--- src/rtl/sync_fifo_pkg.sv ---
// ---------------------------------------------------------------------------
// sync_fifo_pkg
// Purpose : shared helpers for the parametrised single-clock FIFO.
//   ptr_width(depth)   - bits needed to address DEPTH entries
//   count_width(depth) - bits needed to hold an occupancy of 0..DEPTH
//   params_ok(...)     - legality check for the FIFO parameter set
// Ports   : none (package)
// Options : none here; the FWFT read mode is selected in the top and the RAM
//           with the SYNC_FIFO_FWFT_EN macro.
// ---------------------------------------------------------------------------
package sync_fifo_pkg;

  // Address width for the read/write pointers; never narrower than 1 bit.
  function automatic int ptr_width(input int depth);
    return (depth > 1) ? $clog2(depth) : 1;
  endfunction

  // Occupancy needs one extra bit so that "completely full" is representable.
  function automatic int count_width(input int depth);
    return ptr_width(depth) + 1;
  endfunction

  // DEPTH must be a power of two so the pointers can wrap for free.
  // The thresholds must land inside the range the count can actually reach.
  function automatic bit params_ok(input int dataWidth, input int depth,
                                   input int afullThresh, input int aemptyThresh);
    bit isPow2;
    isPow2 = (depth >= 2) && ((depth & (depth - 1)) == 0);
    return isPow2 && (dataWidth >= 1) &&
           (afullThresh >= 1) && (afullThresh <= depth) &&
           (aemptyThresh >= 0) && (aemptyThresh <= depth - 1);
  endfunction

endpackage

--- src/rtl/sync_fifo_param_if.sv ---
// ---------------------------------------------------------------------------
// sync_fifo_param_if
// Purpose : bundles the producer/consumer handshake of the FIFO.
// Signals : wr_en, wr_data, rd_en            (driven by the user / master)
//           rd_data, rd_valid, full, empty,
//           almost_full, almost_empty, count,
//           overflow, underflow               (driven by the FIFO / slave)
// Modports: master = FIFO user, slave = FIFO itself.
// ---------------------------------------------------------------------------
interface sync_fifo_param_if #(
  parameter int DATA_WIDTH = 8,
  parameter int DEPTH      = 16
);
  import sync_fifo_pkg::*;

  localparam int CW = count_width(DEPTH);

  logic                  wr_en;
  logic [DATA_WIDTH-1:0] wr_data;
  logic                  rd_en;
  logic [DATA_WIDTH-1:0] rd_data;
  logic                  rd_valid;
  logic                  full;
  logic                  empty;
  logic                  almost_full;
  logic                  almost_empty;
  logic [CW-1:0]         count;
  logic                  overflow;
  logic                  underflow;

  modport master (
    output wr_en, wr_data, rd_en,
    input  rd_data, rd_valid, full, empty, almost_full, almost_empty,
           count, overflow, underflow
  );

  modport slave (
    input  wr_en, wr_data, rd_en,
    output rd_data, rd_valid, full, empty, almost_full, almost_empty,
           count, overflow, underflow
  );

endinterface

--- src/rtl/sync_fifo_mem.sv ---
// ---------------------------------------------------------------------------
// sync_fifo_mem
// Purpose : simple dual-port RAM, DEPTH x DATA_WIDTH, synchronous write.
//           Read port is registered by default (rd_data resets to 0) and
//           asynchronous when SYNC_FIFO_FWFT_EN is defined.
// Ports   : clk               - clock
//           reset             - async active-high reset (registered read only)
//           i_rdEn            - read strobe (registered read only)
//           i_wrEn/i_wrAddr/i_wrData - write port
//           i_rdAddr/o_rdData        - read port
// Options : SYNC_FIFO_FWFT_EN selects the asynchronous read port.
// ---------------------------------------------------------------------------
module sync_fifo_mem
  import sync_fifo_pkg::*;
#(
  parameter int DATA_WIDTH = 8,
  parameter int DEPTH      = 16,
  parameter int AW         = ptr_width(DEPTH)
) (
  input  logic                  clk,
`ifndef SYNC_FIFO_FWFT_EN
  input  logic                  reset,
  input  logic                  i_rdEn,
`endif
  input  logic                  i_wrEn,
  input  logic [AW-1:0]         i_wrAddr,
  input  logic [DATA_WIDTH-1:0] i_wrData,
  input  logic [AW-1:0]         i_rdAddr,
  output logic [DATA_WIDTH-1:0] o_rdData
);

  logic [DATA_WIDTH-1:0] r_mem [DEPTH];

  // Storage is deliberately left unreset; the pointers guarantee that an
  // unwritten slot is never presented as valid data.
  always_ff @(posedge clk) begin
    if (i_wrEn) r_mem[i_wrAddr] <= i_wrData;
  end

`ifdef SYNC_FIFO_FWFT_EN
  // Head entry is visible combinationally so the consumer sees it with no
  // read latency.
  assign o_rdData = r_mem[i_rdAddr];
`else
  logic [DATA_WIDTH-1:0] r_rdData;

  // Registered read: captures the head on the popping edge and holds it
  // until the next pop.
  always_ff @(posedge clk or posedge reset) begin
    if (reset)       r_rdData <= '0;
    else if (i_rdEn) r_rdData <= r_mem[i_rdAddr];
  end

  assign o_rdData = r_rdData;
`endif

endmodule

--- src/rtl/sync_fifo_param.sv ---
// ---------------------------------------------------------------------------
// sync_fifo_param
// Purpose : parametrised single-clock FIFO with registered status flags,
//           occupancy count and overflow/underflow pulses.
// Ports   : clk   - clock, rising edge
//           reset - asynchronous, active-high
//           bus   - sync_fifo_param_if.slave (write/read handshake + status)
// Params  : DATA_WIDTH, DEPTH (power of two), AFULL_THRESH, AEMPTY_THRESH
// Options : SYNC_FIFO_FWFT_EN - first-word-fall-through read (rd_data shows
//           the head combinationally, rd_valid = ~empty). Undefined gives a
//           registered read with one cycle of latency.
// ---------------------------------------------------------------------------
module sync_fifo_param
  import sync_fifo_pkg::*;
#(
  parameter int DATA_WIDTH    = 8,
  parameter int DEPTH         = 16,
  parameter int AFULL_THRESH  = DEPTH - 2,
  parameter int AEMPTY_THRESH = 2
) (
  input  logic               clk,
  input  logic               reset,
  sync_fifo_param_if.slave   bus
);

  localparam int AW = ptr_width(DEPTH);
  localparam int CW = count_width(DEPTH);

  if (!params_ok(DATA_WIDTH, DEPTH, AFULL_THRESH, AEMPTY_THRESH)) begin : g_badParams
    $error("sync_fifo_param: illegal DEPTH/threshold parameter set");
  end

  logic [AW-1:0]         r_wrPtr;
  logic [AW-1:0]         r_rdPtr;
  logic [CW-1:0]         r_count;
  logic [CW-1:0]         w_countNext;
  logic                  r_full;
  logic                  r_empty;
  logic                  r_almostFull;
  logic                  r_almostEmpty;
  logic                  r_overflow;
  logic                  r_underflow;
  logic                  w_wrAccept;
  logic                  w_rdAccept;
  logic [DATA_WIDTH-1:0] w_rdData;

  // Acceptance looks only at the registered flags, so a same-cycle pop can
  // never make room for a write to a full FIFO (and vice versa when empty).
  assign w_wrAccept = bus.wr_en & ~r_full;
  assign w_rdAccept = bus.rd_en & ~r_empty;

  // Occupancy moves by at most one; a simultaneous push and pop cancel out.
  always_comb begin
    w_countNext = r_count;
    if (w_wrAccept && !w_rdAccept)      w_countNext = r_count + CW'(1);
    else if (!w_wrAccept && w_rdAccept) w_countNext = r_count - CW'(1);
  end

  // Pointers wrap modulo DEPTH by natural overflow. Flags are derived from
  // the next count so they are exact right after the edge that changes it.
  always_ff @(posedge clk or posedge reset) begin
    if (reset) begin
      r_wrPtr       <= '0;
      r_rdPtr       <= '0;
      r_count       <= '0;
      r_full        <= 1'b0;
      r_empty       <= 1'b1;
      r_almostFull  <= 1'b0;
      r_almostEmpty <= 1'b1;
      r_overflow    <= 1'b0;
      r_underflow   <= 1'b0;
    end else begin
      if (w_wrAccept) r_wrPtr <= r_wrPtr + AW'(1);
      if (w_rdAccept) r_rdPtr <= r_rdPtr + AW'(1);
      r_count       <= w_countNext;
      r_full        <= (w_countNext == CW'(DEPTH));
      r_empty       <= (w_countNext == '0);
      r_almostFull  <= (w_countNext >= CW'(AFULL_THRESH));
      r_almostEmpty <= (w_countNext <= CW'(AEMPTY_THRESH));
      r_overflow    <= bus.wr_en & r_full;
      r_underflow   <= bus.rd_en & r_empty;
    end
  end

  sync_fifo_mem #(
    .DATA_WIDTH (DATA_WIDTH),
    .DEPTH      (DEPTH),
    .AW         (AW)
  ) u_mem (
    .clk      (clk),
`ifndef SYNC_FIFO_FWFT_EN
    .reset    (reset),
    .i_rdEn   (w_rdAccept),
`endif
    .i_wrEn   (w_wrAccept),
    .i_wrAddr (r_wrPtr),
    .i_wrData (bus.wr_data),
    .i_rdAddr (r_rdPtr),
    .o_rdData (w_rdData)
  );

`ifdef SYNC_FIFO_FWFT_EN
  assign bus.rd_valid = ~r_empty;
`else
  logic r_rdValid;

  // Marks the single cycle in which the registered rd_data holds a fresh pop.
  always_ff @(posedge clk or posedge reset) begin
    if (reset) r_rdValid <= 1'b0;
    else       r_rdValid <= w_rdAccept;
  end

  assign bus.rd_valid = r_rdValid;
`endif

  assign bus.rd_data      = w_rdData;
  assign bus.full         = r_full;
  assign bus.empty        = r_empty;
  assign bus.almost_full  = r_almostFull;
  assign bus.almost_empty = r_almostEmpty;
  assign bus.count        = r_count;
  assign bus.overflow     = r_overflow;
  assign bus.underflow    = r_underflow;

endmodule
--- src/flat_wrapper.sv ---
// flat-port wrapper written by rule: the top's interface ports become plain ports
module sync_fifo_param_flat import sync_fifo_pkg::*;
#(
  parameter int DATA_WIDTH    = 8,
  parameter int DEPTH         = 16,
  parameter int AFULL_THRESH  = DEPTH - 2,
  parameter int AEMPTY_THRESH = 2
)
  (clk, reset, bus_wr_en, bus_wr_data, bus_rd_en, bus_rd_data, bus_rd_valid, bus_full, bus_empty, bus_almost_full, bus_almost_empty, bus_count, bus_overflow, bus_underflow);
  sync_fifo_param_if #(.DATA_WIDTH(DATA_WIDTH), .DEPTH(DEPTH)) bus_i ();
  input  logic clk;
  input  logic reset;
  input wire logic [$bits(bus_i.wr_en)-1:0] bus_wr_en;
  input wire logic [$bits(bus_i.wr_data)-1:0] bus_wr_data;
  input wire logic [$bits(bus_i.rd_en)-1:0] bus_rd_en;
  output wire logic [$bits(bus_i.rd_data)-1:0] bus_rd_data;
  output wire logic [$bits(bus_i.rd_valid)-1:0] bus_rd_valid;
  output wire logic [$bits(bus_i.full)-1:0] bus_full;
  output wire logic [$bits(bus_i.empty)-1:0] bus_empty;
  output wire logic [$bits(bus_i.almost_full)-1:0] bus_almost_full;
  output wire logic [$bits(bus_i.almost_empty)-1:0] bus_almost_empty;
  output wire logic [$bits(bus_i.count)-1:0] bus_count;
  output wire logic [$bits(bus_i.overflow)-1:0] bus_overflow;
  output wire logic [$bits(bus_i.underflow)-1:0] bus_underflow;
  assign bus_i.wr_en = bus_wr_en;
  assign bus_i.wr_data = bus_wr_data;
  assign bus_i.rd_en = bus_rd_en;
  assign bus_rd_data = bus_i.rd_data;
  assign bus_rd_valid = bus_i.rd_valid;
  assign bus_full = bus_i.full;
  assign bus_empty = bus_i.empty;
  assign bus_almost_full = bus_i.almost_full;
  assign bus_almost_empty = bus_i.almost_empty;
  assign bus_count = bus_i.count;
  assign bus_overflow = bus_i.overflow;
  assign bus_underflow = bus_i.underflow;
  sync_fifo_param #(.DATA_WIDTH(DATA_WIDTH), .DEPTH(DEPTH), .AFULL_THRESH(AFULL_THRESH), .AEMPTY_THRESH(AEMPTY_THRESH)) u_core (.clk(clk), .reset(reset), .bus(bus_i));
endmodule
--- config.mk ---
export PLATFORM = sky130hd
export DESIGN_NAME = sync_fifo_param_flat
export DESIGN_NICKNAME = d
export VERILOG_FILES = /design/src/rtl/sync_fifo_pkg.sv /design/src/rtl/sync_fifo_param_if.sv /design/src/rtl/sync_fifo_mem.sv /design/src/rtl/sync_fifo_param.sv /design/src/flat_wrapper.sv
export SDC_FILE = /design/constraint.sdc
export NUM_CORES = 1
export LEC_CHECK = 0
export CAP_MARGIN = 20
export CORE_AREA = 2 2 130 132
export CTS_CLUSTER_DIAMETER = 40
export DETAILED_ROUTE_END_ITERATION = 16
export DIE_AREA = 0 0 132 134
export PLACE_DENSITY = 0.56
export SETUP_SLACK_MARGIN = 0.15
export SLEW_MARGIN = 20
export SYNTH_ARGS = -nofsm -noshare
export SYNTH_HDL_FRONTEND = slang
export SYNTH_SLANG_ARGS = --single-unit
--- constraint.sdc ---
create_clock -name clk -period 2 [get_ports clk]
set_input_delay 0.3 -clock clk [delete_from_list [all_inputs] [get_ports clk]]
set_output_delay 0.3 -clock clk [all_outputs]
set_load 0.02 [all_outputs]
Yosys cells after proc, flatten, opt, wreduce, memory -nomap -nowiden
Memory sizes are Yosys's and may differ from the RTL's. A register that Yosys moved wholly into a read port is not among the register bits.
Index checks and enable logic that the tools add are counted.

storage, ports and cells
  register bits after elaboration = 20
  bits in writable memories = 128
  memories = 1

memories
  memory              depth  width  rd ports  clocked after memory_dff  write ports  RTL line             text
  u_core.u_mem.r_mem  16     8      1         1                         1            sync_fifo_mem.sv:32  logic [DATA_WIDTH-1:0] r_mem [DEPTH];

operators by class
  add/subtract/negate cells = 4
  magnitude comparators = 2
  eq/ne operators = 1
  multiplexer cells = 4
  bitwise logic cells = 6
  reduce and logical (&&, ||, !) cells = 5

operators by type and width
  operator             count
  $mux 5               2
  $add 4x1->4 const B  2
  $add 5x1->5 const B  1
  $eq 5x5->1 const B   1
  $ge 5x4->1 const B   1
  $le 5x2->1 const B   1
  $logic_not 5->1      1
  $sub 5x1->5 const B  1
  $and 1x1->1          4
  $logic_and 1x1->1    2
  $logic_not 1->1      2
  $mux 1               2
  $not 1->1            2

Depth between registers and ports, before layout
Gate-level depths: netlist of run 1.

  word-level depth = 7
  gate-level depth with buffers = 7
  gate-level depth less buffers = 6

Cells and area by module
A second synthesis of run 1 with hierarchy kept.

unflattened totals
  cell total of the unflattened synthesis = 319
  area total of the unflattened synthesis = 6284.8 sq um

modules (own cells, without submodules)
  module           instances  cells each  area an instance (sq um)
  sync_fifo_mem    1          241         5335.1
  sync_fifo_param  1          78          949.7

Least setup slack after synthesis of run 1
Ideal clock, no wire load.

  path kind = reg2reg
  start point = reg u_core.r_full, in the netlist u_core.bus.full
  end point = mem u_core.u_mem.r_mem[3][0], enable pin
  data arrival time = 1.490 ns
  data required time = 1.617 ns
  path slack = 0.127 ns
  stages on the path, launching flop included = 5
  path buffers = 1
  cell sequence = dfrtp_1 -> nor2b_4 -> buf_8 -> nand2_1 -> nor3_1

between the ends
  cells in the longest elaborated chain, start to end = 4

RTL lines
  element                       RTL line               text
  start, declared               sync_fifo_param.sv:37  logic r_full;
  start signal, assigned        sync_fifo_param.sv:76  r_full <= (w_countNext == CW'(DEPTH));
  $not 1->1                     sync_fifo_param.sv:49  assign w_wrAccept = bus.wr_en & ~r_full;
  $and 1x1->1                   sync_fifo_param.sv:49
  $mux 1                        sync_fifo_mem.sv:37    if (i_wrEn) r_mem[i_wrAddr] <= i_wrData;
  $mux 1 (not written as such)  sync_fifo_mem.sv:37
  end, declared                 sync_fifo_mem.sv:32

No other way between the ends.

Final worst setup path of run 1
  start point = reg u_core.r_count[3], in the netlist u_core.bus.count[3]
  end point = out bus_count[3]

RTL lines
  element                 RTL line               text
  start, declared         sync_fifo_param.sv:35  logic [CW-1:0] r_count;
  start signal, assigned  sync_fifo_param.sv:75  r_count <= w_countNext;
  end, declared           flat_wrapper.sv:22     output wire logic [$bits(bus_i.count)-1:0] bus_count;

No word-level cell between the ends.

==> out/metrics.cfg, run 1 <==
[pwr]
power.total_mw = 11.26
power.density_nw_per_um2 = 1452
ir_drop_mv = 0.6941
power.leakage_nw = 2.865

[clock_tree]
cts_buffers = 17
cts-hold-fix-buffers = 0
clkTransAtPathRegs_ns = 0.06
htreeDepth = 4
clk_latency_ns = 0.43
cts.sinks = 156
ctsRootBufferMaster = clkbuf_16
cts_tree = yes
clk_path_buf_depth = 2

[sta]
setup_viol = 0
clock_skew_ns = 0.009107
worstMarginPinSlew_ns = 0.7186
hold_viol = 0
rsz0062_at_grt = false
slew_violations = 0
clock.fmax_ghz = 0.5557
whs_ns = 0.2480
relSlewSlack_pct = 51.95
tns_ns = 0
fin_crit_sh_pct = 89.98
fin_crit_ns = 1.800

[logic_synthesis]
synth_xor_area_share_pct = 1.729
yosysWarnings = 0
synthSimpleGateAreaFrac_pct = 7.701
synth_compound_area_share_pct = 6.149
netlist.top_cell.by_area = edfxtp_1
yosys-top-cells-area = edfxtp_1 60%, dfrtp_1 10%, mux2i_1 8.0%
ys_seq_elements = 156
synth_fa_ha_area_share_pct = 1.375
synth_top_family_by_area = multiplexers
yosysSeqAreaShare_pct = 71.39
synth_top_area_share_pct = 60.35
synthCells = 393
syn_nets = 412
synthDistinctLibCells = 44
avgSynthCellArea_um2 = 16.21
syn_area_um2 = 6369
muxShareOfSynthArea_pct = 9.607

[drt]
antenna_left = 0
wl_um = 13680
top_layer_used = met4
wl_per_cell_um = 19.66
wl_met1_um = 6291
remaining_drc_errors = 0
route.met3.wl_um = 508
wl_met2_um = 6679
drtIter0Drc = 239
via_per_inst = 5.075
via_count = 3532
first_pass_iters = 5

[critical_path]
end_kind = output pin
critPathKind = reg -> out
cp_max_fo = 4
start_kind = register
cpLargestDelayFamily = buffers and inverters
crit_buf_inv = 1
crit_required_ns = 1.70
critical_path.cell_chain = clkdlybuf4s50_1
arrival_ns = 1.50
critPathMaxStageDelay_ns = 0.65
ff2ff_setup_slack_ns = 0.26
cp_slowest_cell = clkdlybuf4s50_1

[floorplanning]
start_util_pct = 39.10
io_pins = 32
core_um2 = 16290
die_x_um = 132
die_area_um2 = 17690
die_y_um = 134
fp-row-count = 47

[hold_path]
hold_class = in -> async

[placed_design]
routabilityCongestion = 0.8328
dp_hpwl_um = 9513
portBuffers = 31

[run_status]
status = completed

[finish]
utilization_pct = 47.58
nets = 482
diodes = 0
area_growth_pct = 21.71
drive_gt1_share_pct = 20.17

[grt]
grt_pass1_vias = 3636
grt_pass1_wl_um = 21210
grt_max_degree = 29
grtUsageTotal_pct = 16.44
antenna_found_initial = 0
grt.overflow.total = 0

[run]
cap_violations = 0

[final cells by class]
cell class / instances / area [µm²]
sequential: 156 / 4551
tap: 220 / 275.3
timing repair buffer: 72 / 630.6
fill: 1439 / 8538
inverter: 6 / 22.52
clock buffer: 24 / 493.0
multi-input combinational: 210 / 1697
clock inverter: 8 / 82.58
[sequential cells by signal, indices dropped and copies added, names as in the netlist]
name                     count
u_core.bus.empty             1
u_core.u_mem.o_rdData        8
u_core.bus.almost_full       1
u_core.bus.overflow          1
u_core.r_wrPtr               4
u_core.r_rdPtr               4
u_core.u_mem.r_mem         128
u_core.bus.full              1
u_core.bus.underflow         1
u_core.bus.count             5
u_core.bus.almost_empty      1
u_core.bus.rd_valid          1
[layout by cell type, fill, tap and decap left out, drive strengths merged, types with 2 or more instances in the layout]
cell           Yosys  final
clkinv             0      4
nand3             14     14
nand2b             5      5
nand2             17     17
nor4               2      2
nor3               6      6
ha                 7      7
mux2i             51     51
dfstp              2      2
clkbuf             9     24
xnor2             10     10
buf               12     41
a211oi             7      7
a32oi              2      2
and2               4      4
inv                6      8
nor2b             11     11
a21oi              8      8
clkdlybuf4s50      0     25
nand4              7      7
edfxtp           128    128
mux4               4      4
nor2              21     21
a22oi             23     23
dfrtp             26     26
o21ai              4      4
dlygate4sd2        0      5
[path summary, 6_finish.rpt]
path	startpoint	end	cells past startpoint
max in group asynchronous	reset	u_core.bus.almost_empty$_DFF_PP1_	3
setup / recovery	u_core.bus.count[3]$_DFF_PP0_	bus_count[3]	1
hold reg to reg	u_core.u_mem.o_rdData[3]$_DFFE_PP0P_	u_core.u_mem.o_rdData[3]$_DFFE_PP0P_	2
setup reg to reg	u_core.bus.empty$_DFF_PP1_	u_core.bus.almost_empty$_DFF_PP1_	6
hold / removal	reset	u_core.bus.underflow$_DFF_PP0_	3
min in group clk	u_core.u_mem.o_rdData[3]$_DFFE_PP0P_	u_core.u_mem.o_rdData[3]$_DFFE_PP0P_	2
[logic make-up after synthesis]
group,after synthesis
compound gates,48
xor+xnor,10
fa+ha+maj,7
buf+inv,27
flops,156
mux,56
simple gates,89
[metrics by stage]
| step | worst slack (ns) | std cells | cell area [µm²] |
|---|---|---|---|
| final | 0.2003 | 696 | 7751 |
| after global routing | 0.1608 | 696 | 7751 |
| after CTS | 0.1644 | 693 | 7721 |
| after detailed placement | -0.01792 | 661 | 7152 |
| after global placement | 0.01403 | 661 | 7152 |
| after floorplan | 0.1596 | 393 | 6374 |
[timing repair]
item                                    in CTS  in global routing
pin swaps                                    0                  2
resized for setup                            5                  3
endpoints found under the setup margin       5                  3
gates cloned                                 0                  0
buffers inserted                             0                  3
[Yosys cell counts, drive strengths merged]
cell type	instances
o32ai	1
mux2	1
buf	12
a32oi	2
a31o	1
a31oi	1
and3	1
mux2i	51
a22oi	23
dfstp	2
a2111oi	1
nand3	14
edfxtp	128
dfrtp	26
clkbuf	9
nor4	2
inv	6
a211oi	7
nand2b	5
a21oi	8
nor2b	11
nor4b	1
o21ai	4
mux4	4
ha	7
nand2	17
nor2	21
nand4	7
nor3	6
and2	4
xnor2	10
[power breakdown]
part	internal, mW	switching (mW)	total, mW
clock network	1.86	1.24	3.10
registers	4.07	0.399	4.47
logic	1.60	2.09	3.69
total	7.53	3.73	11.3
[layer usage]
metal	vias up	GRT usage, %
met4	0	6.522
li1	1644	-
met3	16	3.250
met5	-	0
met2	66	26.65
met1	1806	21.93
No activity file was read; power rests on OpenSTA's default activity.
==> run 2, diff against run 1 <==
--- a/config.mk
+++ b/config.mk
@@ -10,6 +10,7 @@
 export CTS_CLUSTER_DIAMETER = 40
 export DETAILED_ROUTE_END_ITERATION = 16
 export DIE_AREA = 0 0 132 134
+export GPL_ROUTABILITY_DRIVEN = 0
 export PLACE_DENSITY = 0.56
 export SETUP_SLACK_MARGIN = 0.15
 export SLEW_MARGIN = 20
==> results of run 2 <==
Final layout, timing and power as in run 1 (identical DEF).
